$ cat src/rtl/alu_pkg.sv
// Shared types for the ALU datapath: subtract-unit FSM states, the NZCV
// flag bundle and the default data width.
package alu_pkg;

  localparam int DATA_W = 64;

  typedef enum logic [1:0] {
    IDLE = 2'd0,
    RUN  = 2'd1,
    DONE = 2'd2
  } sub_state_t;

  typedef struct packed {
    logic n;  // result MSB
    logic z;  // result is zero
    logic c;  // carry = not borrow
    logic v;  // signed overflow
  } nzcv_t;

  // Flag value held while no result has been produced yet. C is the inverse
  // of borrow, so it idles high to keep borrow_out low.
  localparam nzcv_t FLAGS_RESET = '{n: 1'b0, z: 1'b0, c: 1'b1, v: 1'b0};

endpackage

$ cat src/rtl/serial_subtractor_if.sv
// Start/done handshake and result bus between the issuing control logic
// (master) and the bit-serial subtract unit (slave).
interface serial_subtractor_if #(
  parameter int WIDTH = alu_pkg::DATA_W
);
  logic             start;
  logic [WIDTH-1:0] a;
  logic [WIDTH-1:0] b;
  logic             busy;
  logic             done;
  logic [WIDTH-1:0] diff;
  logic             borrow_out;
  logic             zero;
  logic             negative;
  logic             overflow;

  modport master (
    output start, a, b,
    input  busy, done, diff, borrow_out, zero, negative, overflow
  );

  modport slave (
    input  start, a, b,
    output busy, done, diff, borrow_out, zero, negative, overflow
  );
endinterface

$ cat src/rtl/full_subtractor.sv
// One-bit full subtractor: x - y - borrow_in.
module full_subtractor (
  input  logic x,
  input  logic y,
  input  logic borrow_in,
  output logic diff_bit,
  output logic borrow_out
);
  assign diff_bit   = x ^ y ^ borrow_in;
  assign borrow_out = (~x & y) | (~(x ^ y) & borrow_in);
endmodule

$ cat src/rtl/serial_subtractor.sv
// Bit-serial subtract unit: diff = a - b, one bit per clock, LSB first,
// through a single full-subtractor cell with a registered borrow. Result and
// NZCV-style flags are registered and only change on the final bit's edge.
module serial_subtractor
  import alu_pkg::*;
#(
  parameter int WIDTH = DATA_W
) (
  input  logic               clk,
  input  logic               reset,
  serial_subtractor_if.slave bus
);

  localparam int CNT_W = $clog2(WIDTH + 1);
  localparam logic [CNT_W-1:0] LAST_CNT = CNT_W'(WIDTH - 1);

  sub_state_t       state, state_next;
  logic [WIDTH-1:0] opa, opb, res;
  logic [WIDTH-1:0] res_next;
  logic [WIDTH-1:0] diff_q;
  logic [CNT_W-1:0] count;
  logic             borrow, borrow_next;
  logic             d_bit;
  logic             a_msb, b_msb;
  logic             last_bit;
  nzcv_t            flags_q, flags_next;

  full_subtractor u_fs (
    .x          (opa[0]),
    .y          (opb[0]),
    .borrow_in  (borrow),
    .diff_bit   (d_bit),
    .borrow_out (borrow_next)
  );

  assign last_bit = (count == LAST_CNT);
  assign res_next = {d_bit, res[WIDTH-1:1]};

  // Flags as they will be once the final bit lands in the result.
  always_comb begin
    flags_next.n = d_bit;
    flags_next.z = (res_next == '0);
    flags_next.c = ~borrow_next;
    flags_next.v = (a_msb ^ b_msb) & (d_bit ^ a_msb);
  end

  // State register.
  always_ff @(posedge clk) begin
    // NOTE: sequential state uses non-blocking assignments so every flop
    // samples pre-edge values regardless of statement order.
    if (reset) state <= IDLE;
    else       state <= state_next;
  end

  // Next-state logic; start is only looked at in IDLE.
  always_comb begin
    // NOTE: default first so every path assigns state_next and no latch forms.
    state_next = state;
    unique case (state)
      IDLE:    if (bus.start) state_next = RUN;
      RUN:     if (last_bit)  state_next = DONE;
      DONE:    state_next = IDLE;
      default: state_next = IDLE;
    endcase
  end

  // Operand/result shifting, borrow chain, bit counter and result capture.
  always_ff @(posedge clk) begin
    if (reset) begin
      opa     <= '0;
      opb     <= '0;
      res     <= '0;
      borrow  <= 1'b0;
      count   <= '0;
      a_msb   <= 1'b0;
      b_msb   <= 1'b0;
      diff_q  <= '0;
      flags_q <= FLAGS_RESET;
    end else begin
      unique case (state)
        IDLE: begin
          if (bus.start) begin
            opa    <= bus.a;
            opb    <= bus.b;
            a_msb  <= bus.a[WIDTH-1];
            b_msb  <= bus.b[WIDTH-1];
            res    <= '0;
            borrow <= 1'b0;
            count  <= '0;
          end
        end
        RUN: begin
          opa    <= opa >> 1;
          opb    <= opb >> 1;
          res    <= res_next;
          borrow <= borrow_next;
          count  <= count + 1'b1;
          if (last_bit) begin
            diff_q  <= res_next;
            flags_q <= flags_next;
          end
        end
        default: ;
      endcase
    end
  end

  assign bus.busy       = (state == RUN);
  assign bus.done       = (state == DONE);
  assign bus.diff       = diff_q;
  assign bus.borrow_out = ~flags_q.c;
  assign bus.zero       = flags_q.z;
  assign bus.negative   = flags_q.n;
  assign bus.overflow   = flags_q.v;

endmodule
$ cat src/flat_wrapper.sv
// flat-port wrapper written by rule: the top's interface ports become plain ports
module serial_subtractor_flat import alu_pkg::*;
#(
  parameter int WIDTH = DATA_W
)
  (clk, reset, bus_start, bus_a, bus_b, bus_busy, bus_done, bus_diff, bus_borrow_out, bus_zero, bus_negative, bus_overflow);
  serial_subtractor_if #(.WIDTH(WIDTH)) bus_i ();
  input  logic clk;
  input  logic reset;
  input wire logic [$bits(bus_i.start)-1:0] bus_start;
  input wire logic [$bits(bus_i.a)-1:0] bus_a;
  input wire logic [$bits(bus_i.b)-1:0] bus_b;
  output wire logic [$bits(bus_i.busy)-1:0] bus_busy;
  output wire logic [$bits(bus_i.done)-1:0] bus_done;
  output wire logic [$bits(bus_i.diff)-1:0] bus_diff;
  output wire logic [$bits(bus_i.borrow_out)-1:0] bus_borrow_out;
  output wire logic [$bits(bus_i.zero)-1:0] bus_zero;
  output wire logic [$bits(bus_i.negative)-1:0] bus_negative;
  output wire logic [$bits(bus_i.overflow)-1:0] bus_overflow;
  assign bus_i.start = bus_start;
  assign bus_i.a = bus_a;
  assign bus_i.b = bus_b;
  assign bus_busy = bus_i.busy;
  assign bus_done = bus_i.done;
  assign bus_diff = bus_i.diff;
  assign bus_borrow_out = bus_i.borrow_out;
  assign bus_zero = bus_i.zero;
  assign bus_negative = bus_i.negative;
  assign bus_overflow = bus_i.overflow;
  serial_subtractor #(.WIDTH(WIDTH)) u_core (.clk(clk), .reset(reset), .bus(bus_i));
endmodule
$ cat config.mk
export PLATFORM = sky130hd
export DESIGN_NAME = serial_subtractor_flat
export DESIGN_NICKNAME = d
export VERILOG_FILES = /design/src/rtl/alu_pkg.sv /design/src/rtl/serial_subtractor_if.sv /design/src/rtl/full_subtractor.sv /design/src/rtl/serial_subtractor.sv /design/src/flat_wrapper.sv
export SDC_FILE = /design/constraint.sdc
export NUM_CORES = 1
export LEC_CHECK = 0
export CORE_MARGIN = 10
export CORE_UTILIZATION = 40
export DETAILED_ROUTE_END_ITERATION = 7
export MAX_ROUTING_LAYER = met4
export PLACE_DENSITY_LB_ADDON = 0.12
export REMOVE_ABC_BUFFERS = 1
export SYNTH_ARGS = -nofsm -noshare
export SYNTH_HDL_FRONTEND = slang
export SYNTH_SLANG_ARGS = --single-unit
$ cat constraint.sdc
create_clock -name clk -period 2.15 [get_ports clk]
set_input_delay 0.3225 -clock clk [delete_from_list [all_inputs] [get_ports clk]]
set_output_delay 0.3225 -clock clk [all_outputs]
set_load 0.02 [all_outputs]
* Yosys cells after proc, flatten, opt, wreduce, memory -nomap -nowiden
Index checks and enable logic that the tools add are counted.
Storage, ports and cells: flip-flop bits (word level) 272, output and inout bits 70, word-level logic and storage cells 51
Operators by class: add/sub/neg operators 1, eq/ne operators 5, multiplexer cells 13, bitwise operators 12, reductions and logical operators 7
Operators by type and width (count):
- 64-bit one-hot mux with 2 select lines | 3
- 64-bit two-way mux | 3
- 64-bit zero test | 1
- 7-bit one-hot mux with 2 select lines | 1
- 2-bit AND reduction | 4
- 7-bit by 1-bit adder with 7-bit output (second input constant) | 1
- 7-bit by 6-bit equality test with 1-bit output (second input constant) | 1
- 7-bit two-way mux | 1
- 2-bit two-way mux | 2
- 1-bit NOT | 4
- 2-bit one-hot mux with 2 select lines | 1
- 1-bit XOR | 4
- 1-bit AND | 3
- 2-bit by 1-bit equality test with 1-bit output (second input constant) | 1
- 2-bit equality test (second input constant) | 1
- 2-bit zero test | 1
- 2-bit by 1-bit inequality test with 1-bit output (second input constant) | 1
- 2-bit inequality test (second input constant) | 1
- 1-bit one-hot mux with 2 select lines | 1
- 2-bit nonzero test | 1
- 1-bit two-way mux | 1
- 1-bit bitwise OR | 1

* Logic depth before layout (Yosys ltp)
Gate-level depths: netlist of run 1.
word-level depth 5, mapped depth 8

* Hierarchy
Synthesis of run 1 repeated with hierarchy kept, for this count alone.
Second synthesis, totals: cells, all modules 1326, area, all modules 10213.5 µm²
Modules (own cells, without submodules):
- serial_subtractor | instances 1, cells each 1322, area an instance 10182.3 µm², sequential area each 5405.2 µm²
- full_subtractor | instances 1, cells each 4, area an instance 31.3 µm², sequential area each 0.0 µm²

* Least setup slack after synthesis of run 1
No wires, ideal clock.
kind reg2reg, from register u_core.opb[0], to register u_core.flags_q (netlist bit u_core.bus.zero), library setup time 0.086 ns, data arrival time 1.826 ns, data required time 2.064 ns, slack 0.239 ns, stages on the path, launching flop included 7, buffers on the path 0, path through dfxtp_1 > inv_1 > fa_1 > nor4_1 > nand4_1 > or4_1 > a211oi_1
Between the ends: word-level cells in the longest chain between the ends 3
Ends and longest elaborated chain:
- start, declared | line serial_subtractor.sv:18 | logic [WIDTH-1:0] opa, opb, res;
- start signal, assigned | line serial_subtractor.sv:84 | opb <= bus.b;
- start signal, assigned | line serial_subtractor.sv:94 | opb <= opb >> 1;
- 1-bit XOR (2 in series) | line full_subtractor.sv:9 | assign diff_bit = x ^ y ^ borrow_in;
- named net u_core.d_bit | line serial_subtractor.sv:23 | logic d_bit;
- 64-bit zero test | line serial_subtractor.sv:42 | flags_next.z = (res_next == '0);
- end signal, assigned | line serial_subtractor.sv:100 | flags_q <= flags_next;
- end, declared | line serial_subtractor.sv:26 | nzcv_t flags_q, flags_next;
The timed path passes the listed nets, and every way through them passes these cells. A chain may end at the register's enable or synchronous reset.

* Worst setup path after layout of run 1
from register u_core.state[0], to output bus_busy
Between the ends: word-level cells in the longest chain between the ends 1
Ends and longest elaborated chain:
- start, declared | line serial_subtractor.sv:17 | sub_state_t state, state_next;
- start signal, assigned | line serial_subtractor.sv:52 | else state <= state_next;
- 2-bit by 1-bit equality test with 1-bit output | line serial_subtractor.sv:108 | assign bus.busy = (state == RUN);
- end, declared | line flat_wrapper.sv:13 | output wire logic [$bits(bus_i.busy)-1:0] bus_busy;
Every way passes these cells.

==> impl_metrics.yaml, run 1 <==
final_layout:
  area_growth_pct: 31.3
  final_nets: 1498
  register_area_mm2: 0.00541
  layout_commonest_cell: "dfxtp_1"
  layout-drive-gt1-share_pct: 6.84
  final_cell_mix: "270 x dfxtp_1, 264 x nor2_1, 197 x clkdlybuf4s50_1"
  fill_cells: 2364
  multi_input_area_mm2: 0.00432
timing:
  worst_pin_slew_ps: 676
  finalHoldViolCount: 0
  drv_slew: 0
  layout_min_cycle_time_ps: 2010
  finalSetupViolCount: 0
  rsz0062_at_grt: "false"
  maxSlewHeadroom_pct: 54.9
  fmax_ghz: 0.498
  fin_skew_ps: 10.7
  whs_ps: 32.2
  fin_crit_sh_pct: 93.5
drt:
  routedWlPerCell_um: 15.9
  ant_nets: 0
  num_vias: 9043
  drtIter0Drc: 810
  drcViolationCount: 0
  avgViaCountPerCell: 5.25
  dr.pass1.iters: 5
  wirelength_um: 27300
floorplanning:
  die_x_um: 180
  core_mm2: 0.0252
  rows: 58
  dieArea_mm2: 0.0323
  die_h_um: 180
  initial_core_util_pct: 40.5
  io_pins: 201
flow_run:
  max_cap_viol_count: 0
clocking:
  cts_setup_buffers: 0
  cts_tree: "done"
  cts_buffers: 29
  clk_transition_reported_paths_ps: 60
  clock_sinks: 270
  cts_max_level: 1
  ctsHoldBuffers: 0
  cts-root-buf: "clkbuf_16"
  cts_buffer_depth: 3
  clock_latency_ps: 540
synth:
  synth_cell_types: 39
  netlist_instances: 1227
  syn-mean-instance-area_um2: 8.32
  synth_edf_count: 0
  postSynth.asyncResetShare_pct: 0
  dominantRegCellSynth: "dfxtp_1"
  ys_seq_area_share_pct: 52.9
  synth_warnings: 0
  syn_area_mm2: 0.0102
  ys_seq_elements: 270
worst_setup_path:
  worstPathMaxFanout: 12
  critical_path.top_delay_family: "buffers and inverters"
  startpoint_type: "register"
  slowest_stage: "dfxtp_1"
  cpPeakStageDelay_ps: 460
  crit_path_end_kind: "output pin"
  worstPathArrival_ps: 1690
  worst-path-buf-inv: 2
  cp.required_ps: 1830
  crit_type: "register to output pin"
  r2r_slack_ps: 220
  crit_chain: "nand2b_4 -> inv_2 -> clkdlybuf4s15_2"
global_route:
  grt.busiest_layer: "met2"
  use_met3_pct: 4.14
  grt-ovfl-total: 0
  use_met2_pct: 24.4
  grt_antenna_before_repair: 3
  use_met1_pct: 21.4
  grt_max_degree: 142
  grt_pass1_vias: 8797
  grt_pass1_wl_um: 44800
  track_usage_pct: 16.3
power_and_ir_drop:
  p_leak_nw: 4.70
  p_total_mw: 11.6
  ir_worst_vdd_mv: 0.583
  power_density_mw_per_mm2: 864
placement:
  dp_hpwl_um: 16800
  gp_routability_congestion: 0.775
  port_buffers: 200
run_status:
  status: "finished clean"
min_path:
  hp-class: "primary input to register"
routing by layer:
layer | vias to the layer above | wire [um]
met5 | - | 0
met4 | 0 | 537
met1 | 4215 | 13000
met2 | 220 | 12200
li1 | 4577 | -
met3 | 31 | 1630
worst reg2reg max path, stage by stage (launching register included):
cell and delay, ps:
dfxtp_1 330, inv_1 50, fa_1 480, nor4_2 140, nand4_1 120, or4_1 510
a211oi_1 220
cells in the mapped netlist (2+ instances only):
cell / instances / area (um2)
buf_2: 27 / 135
nand2_1: 194 / 728
nor4_1: 16 / 100
buf_6: 4 / 45.0
a211oi_1: 2 / 15.0
nand3_1: 65 / 325
inv_1: 3 / 11.3
nor2_1: 264 / 991
nand4_1: 4 / 25.0
a21oi_2: 9 / 78.8
dfxtp_1: 270 / 5410
o221ai_1: 126 / 1100
nand2_2: 10 / 62.6
clkbuf_1: 75 / 282
a21oi_1: 131 / 656
o311ai_0: 2 / 17.5
nor3_1: 2 / 10.0
or4_1: 2 / 15.0
flip-flops by register name, summed over array words and instances, names as in the netlist:
signal,cells
u_core.borrow,1
u_core.count,7
u_core.b_msb,1
u_core.state,2
u_core.opb,64
u_core.opa,64
u_core.flags_q,1
u_core.a_msb,1
u_core.bus.overflow,1
u_core.bus.zero,1
u_core.bus.diff,64
u_core.res,63
power breakdown:
group          total, mW  switching (mW)  leakage [nW]  internal, mW
registers           5.38           0.129          2.21          5.25
clock network       5.10            1.99         0.494          3.12
logic               1.09           0.601          2.00         0.494
final timing paths:
check,from,depth (start not counted),end
setup reg to reg,u_core.borrow,6,u_core.bus.zero
setup / recovery,u_core.state[0],3,bus_busy
hold reg to reg,u_core.bus.diff[53],2,u_core.bus.diff[53]
hold / removal,reset,2,u_core.res[37]
per-stage QoR:
stage          setup TNS, ps  std cells  setup slack (ps)  cell area [um2]  utilization (%)
6_report                   0       1721               140            13400             53.2
5_1_grt                    0       1721              19.1            13400             53.2
4_1_cts                    0       1718              95.3            13400             53.2
3_5_place_dp               0       1664               168            12400             49.2
3_3_place_gp               0       1664               211            12400             49.2
2_1_floorplan        -465190       1118             -2120             9720                -
cell families after synthesis:
kind of cell / count (synthesis) / synth area share (%)
simple gates: 564 / 22.9
buf+inv: 114 / 4.96
fa+ha+maj: 2 / 0.319
compound gates: 277 / 18.9
flops: 270 / 52.9
cell type report:
class,count,share of cell area [%]
Clock inverter,10,0.990
Antenna cell,3,0.0560
Tap cell,330,3.08
Sequential cell,270,40.3
Timing Repair Buffer,216,16.7
Multi-Input combinational cell,843,32.2
Clock buffer,44,6.43
Inverter,5,0.149
what timing repair did:
| item | CTS | global route |
|---|---|---|
| setup endpoints to repair | 2 | 1 |
| gates resized for setup | 4 | 1 |
| cloned | 0 | 0 |
Power figures use the tool's default switching activity.
==> run 2, diff against run 1 <==
- CORE_UTILIZATION: 40 -> 46
- clock period: 2.15 -> 1.63 ns (I/O delays scaled with it)
==> run 2 against run 1 <==
  * The flow now finishes with violations (negative setup slack)
  * Final cell count increased by 2.8%
  * Setup slack got worse by 370 ps
  * Critical path depth increased by 3
  * Flip-flop and latch count unchanged
  * Sequential power increased by 32%
  * Clock power increased by 32%
  * Routed wire length increased by 7.8%
  * Via count increased by 6.0%
  * First-iteration DRC count decreased by 24%
  * Combinational power increased by 46%
  * Global-route usage increased by 3.0 points
  * Non-clock buffer count increased by 103
  * Largest cell class unchanged
==> impl_metrics.yaml, run 2 (synthesis gave the netlist of run 1 again) <==
placement:
  gp_routability_congestion: 0.787
  port_buffers: 200
  dp_hpwl_um: 18000
  dp_slack_ps: -382
clocking:
  clock_latency_ps: 540
  clk_transition_reported_paths_ps: 60
  cts_buffer_depth: 3
  clock_sinks: 270
  cts-root-buf: "clkbuf_16"
  cts_max_level: 1
  cts_buffers: 28
  cts_tree: "done"
  ctsHoldBuffers: 0
drt:
  dr.pass1.iters: 4
  routedWlPerCell_um: 16.6
  drtIter0Drc: 615
  wirelength_um: 29400
  drcViolationCount: 0
  avgViaCountPerCell: 5.42
  num_vias: 9585
  ant_nets: 0
final_layout:
  final_nets: 1600
  layout_commonest_cell: "dfxtp_1"
  fill_cells: 1813
  multi_input_area_mm2: 0.00453
  register_area_mm2: 0.00541
  area_growth_pct: 44.2
  final_cell_mix: "265 x dfxtp_1, 262 x nor2_1, 148 x nand2_1"
  layout-drive-gt1-share_pct: 17.2
timing:
  fmax_ghz: 0.537
  worst_pin_slew_ps: 679
  finalSetupViolCount: 57
  fin_skew_ps: 14.3
  maxSlewHeadroom_pct: 54.7
  drv_slew: 0
  rsz0062_at_grt: "true"
  finalHoldViolCount: 0
  fin_crit_sh_pct: 114
  setup_tns_ps: -4510
  setup_ws_ps: -232
  layout_min_cycle_time_ps: 1860
worst_setup_path:
  cp.required_ps: 2080
  worstPathMaxFanout: 2
  crit_path_end_kind: "register"
  critical_path.top_delay_family: "simple AND/OR/NAND/NOR gates"
  crit_type: "register to register"
  startpoint_type: "register"
  worstPathArrival_ps: 2310
  cpPeakStageDelay_ps: 500
  worst-path-buf-inv: 1
  slowest_stage: "or4_1"
  crit_chain: "inv_2 -> fa_1 -> nor4_2 -> nand4_1 -> or4_1 -> a211oi_2"
floorplanning:
  die_x_um: 169
  die_h_um: 169
  io_pins: 201
  dieArea_mm2: 0.0286
  initial_core_util_pct: 46.8
  core_mm2: 0.0218
  rows: 54
power_and_ir_drop:
  p_total_mw: 15.4
  ir_worst_vdd_mv: 0.855
  power_density_mw_per_mm2: 1050
  p_leak_nw: 5.79
global_route:
  grt_max_degree: 144
  grt_pass1_vias: 9368
  track_usage_pct: 19.3
  grt_antenna_before_repair: 3
  grt-ovfl-total: 0
  grt_pass1_wl_um: 46400
run_status:
  status: "finished with violations"
  violations: "negative setup slack"
flow_run:
  max_cap_viol_count: 0
min_path:
  hp-class: "primary input to register"
==> run 2: cell types whose count changed in the layout (fill, tap and decap cells not counted), moves of 4 or more <==
cell / delta
clkdlybuf4s50_1: -68
buf_12: +17
nand2_4: +14
dfxtp_1: -5
nand2_1: -45
buf_16: +4
dfxtp_2: +4
clkbuf_1: -4
nand2_2: +31
buf_6: +10
clkbuf_16: +7
buf_4: +65
dlygate4sd2_1: +67
==> run 2: timing repair <==
| action | 4_1_cts | 5_1_grt |
|---|---|---|
| resized for setup | 106 | 73 |
| cloned | 5 | 8 |
| setup buffers | 9 | 4 |
| pin swaps | 21 | 26 |
| endpoints found under the setup margin | 136 | 69 |
==> run 2: worst paths after layout <==
kind                        from  depth (start not counted)  slack (ps)             endpoint
max                u_core.borrow                          6        -230      u_core.bus.zero
min                        reset                          3         300  u_core.bus.diff[20]
min reg2reg  u_core.bus.diff[59]                          2         450  u_core.bus.diff[59]
max reg2reg        u_core.borrow                          6        -230      u_core.bus.zero
==> run 2: per-layer routing <==
layer | vias up | share of wire [%] | GRT usage (%)
met5 | - | 0 | -
met2 | 261 | 48 | 31.3
met3 | 34 | 6.0 | 4.19
met4 | 0 | 1.6 | 3.68
met1 | 4521 | 45 | 24.4
li1 | 4769 | - | -
==> run 2: cell type report <==
class                      count  share of cell area (%)
sequential                   270                    36.8
timing repair buffer         319                    23.1
antenna                        3                  0.0510
clock buffer                  42                    5.94
tap                          280                    2.38
multi-input combinational    843                    30.8
inverter                       5                   0.187
clock inverter                 8                   0.825
==> run 2: power breakdown <==
group | internal (mW) | switching, mW | total, mW
logic | 0.763 | 0.829 | 1.59
registers | 6.93 | 0.175 | 7.10
clock network | 4.16 | 2.58 | 6.73
==> run 2: through the flow <==
stage | cell area [um2] | std cells | hold WS, ps | util, %
floorplan | 9720 | 1118 | 307 | -
global placement | 13100 | 1693 | 442 | 60.0
detailed placement | 13100 | 1693 | 447 | 60.0
CTS | 14300 | 1756 | 317 | 65.6
global route | 14700 | 1770 | 334 | 67.4
finish | 14700 | 1770 | 297 | 67.4
==> run 2: worst register-to-register path, cell delays in order, from the launching register on <==
cell      delay, ps
dfxtp_2         330
inv_2            40
fa_1            480
nor4_2          140
nand4_1         100
or4_1           500
a211oi_2        200
==> run 3, diff against run 2 <==
- CORE_MARGIN: 10 -> 2
- SLEW_MARGIN: default -> 20
==> run 3 against run 2 <==
  * The run still ends with negative setup slack left
  * Critical path depth stayed put
  * Clock power is 8.2% lower
  * Non-clock buffer count is 10 lower
  * Register-to-register slack got worse by 20 ps
  * Sequential power hardly changed
  * Flip-flop and latch count unchanged
  * Global-route usage up 3.8 points
  * Critical endpoint unchanged
==> impl_metrics.yaml, run 3 (synthesis gave the netlist of run 1 again) <==
drt:
  routedWlPerCell_um: 16.3
  maxUsedRoutingLayer: "met4"
  drtIter0Drc: 606
  drcViolationCount: 0
  num_vias: 9695
  ant_nets: 0
  drt-met1-wl_um: 12400
  dr.pass1.iters: 4
  met2_length_um: 14000
  wl_met3_um: 1700
  wirelength_um: 28600
  avgViaCountPerCell: 5.52
timing:
  drv_slew: 0
  maxSlewHeadroom_pct: 71.5
  rsz0062_at_grt: "true"
  fin_crit_sh_pct: 116
  worst_pin_slew_ps: 427
  whs_ps: 273
  setup_ws_ps: -253
  finalHoldViolCount: 0
  fmax_ghz: 0.531
  layout_min_cycle_time_ps: 1880
  fin_skew_ps: 19.7
  finalSetupViolCount: 68
final_layout:
  design_area_mm2: 0.0148
  area_growth_pct: 45.4
  layout-drive-gt1-share_pct: 20.3
  layout_commonest_cell: "dfxtp_1"
  final_nets: 1590
  final_cell_mix: "265 x dfxtp_1, 263 x nor2_1, 138 x nand2_1"
floorplanning:
  initial_core_util_pct: 46.8
  io_pins: 201
  die_x_um: 153
  die_h_um: 153
  rows: 54
  core_mm2: 0.0218
  dieArea_mm2: 0.0234
placement:
  port_buffers: 200
  post_dp_cell_area_mm2: 0.0129
  dp_hpwl_um: 15900
  dp_slack_ps: -402
  gp_routability_congestion: 0.771
run_status:
  violations: "negative setup slack"
  status: "finished with violations"
worst_setup_path:
  startpoint_type: "register"
  worstPathArrival_ps: 2340
  cp.required_ps: 2090
  worstPathMaxFanout: 2
  crit_path_end_kind: "register"
  crit_type: "register to register"
global_route:
  grt_antenna_before_repair: 1
  grt_pass1_vias: 8988
  track_usage_pct: 23.1
  grt_pass1_wl_um: 44500
  grt_max_degree: 84
  grt-ovfl-total: 0
clocking:
  cts_buffers: 28
  clk_transition_reported_paths_ps: 60
  cts_buffer_depth: 3
  cts-root-buf: "clkbuf_16"
  clock_sinks: 270
  clock_latency_ps: 540
  cts_tree: "done"
  cts_max_level: 1
power_and_ir_drop:
  power_density_mw_per_mm2: 999
  swShare_pct: 23.9
  ir_worst_vdd_mv: 0.765
  power.switching_mw: 3.55
  comb_power_share_pct: 10.4
  seq_power_share_pct: 47.9
  power.internal_mw: 11.3
  clock_power_share_pct: 41.6
  p_leak_nw: 5.68
flow_run:
  max_cap_viol_count: 0
min_path:
  hp-class: "primary input to register"
-- run 3: cell count changes in the layout (fill, tap and decap cells not counted), moves of 10 or more --
cell	previous run	this run
nand2_2	41	9
a21oi_2	10	60
buf_12	27	15
nand2_4	15	57
a21oi_1	130	80
nand2_1	148	138
-- run 3: per-layer routing --
metal / vias to the layer above / GRT usage [%]
met5: - / -
met4: 0 / 5.51
met3: 47 / 4.85
met2: 291 / 37.5
met1: 4604 / 29.7
li1: 4753 / -
-- run 3: layout make-up --
type | instances | area [um2]
Fill cell | 1790 | 6980
Sequential cell | 270 | 5410
Multi-Input combinational cell | 843 | 4960
Timing Repair Buffer | 309 | 3220
Clock buffer | 42 | 825
Tap cell | 280 | 350
Clock inverter | 7 | 62.6
Inverter | 5 | 20.0
Antenna cell | 1 | 2.50
-- run 3: path summary, 6_finish.rpt --
kind                        from                   to  slack [ps]  cells after the start
hold / removal             reset  u_core.bus.diff[37]         270                      3
setup / recovery   u_core.borrow      u_core.bus.zero        -250                      6
setup reg to reg   u_core.borrow      u_core.bus.zero        -250                      6
hold reg to reg   u_core.opb[63]       u_core.opb[63]         460                      2
-- run 3: critical path, stage by stage (launching register included) --
cell      delay, ps
dfxtp_2         340
inv_2            40
fa_2            460
nor4_2          150
nand4_1         110
or4_1           540
a211oi_2        200
-- run 3: repair_timing --
action | CTS | global route
setup endpoints to repair | 129 | 81
pin swaps | 25 | 100
cloned | 10 | 3
hold buffers | 0 | 0
resized for setup | 111 | 158
setup buffers | 9 | 3
-- run 3: stage by stage --
stage                     std cells  util, %  setup TNS, ps  power [mW]
after floorplan                1118        -        -606040        7.97
after global placement         1684     59.3          -1150        8.68
after detailed placement       1684     59.3          -2010        8.71
after CTS                      1752     64.9          -1290        14.9
after global routing           1757     68.0         -10420        15.4
final                          1757     68.0          -7660        14.8
-- run 3: power groups by stage --
stage | sequential (mW) | combinational (mW) | clock, mW
floorplan | 7.20 | 0.769 | 0
global placement | 7.23 | 1.45 | 0
detailed placement | 7.24 | 1.47 | 0
CTS | 7.10 | 1.52 | 6.29
global route | 7.14 | 1.71 | 6.59
finish | 7.11 | 1.55 | 6.18
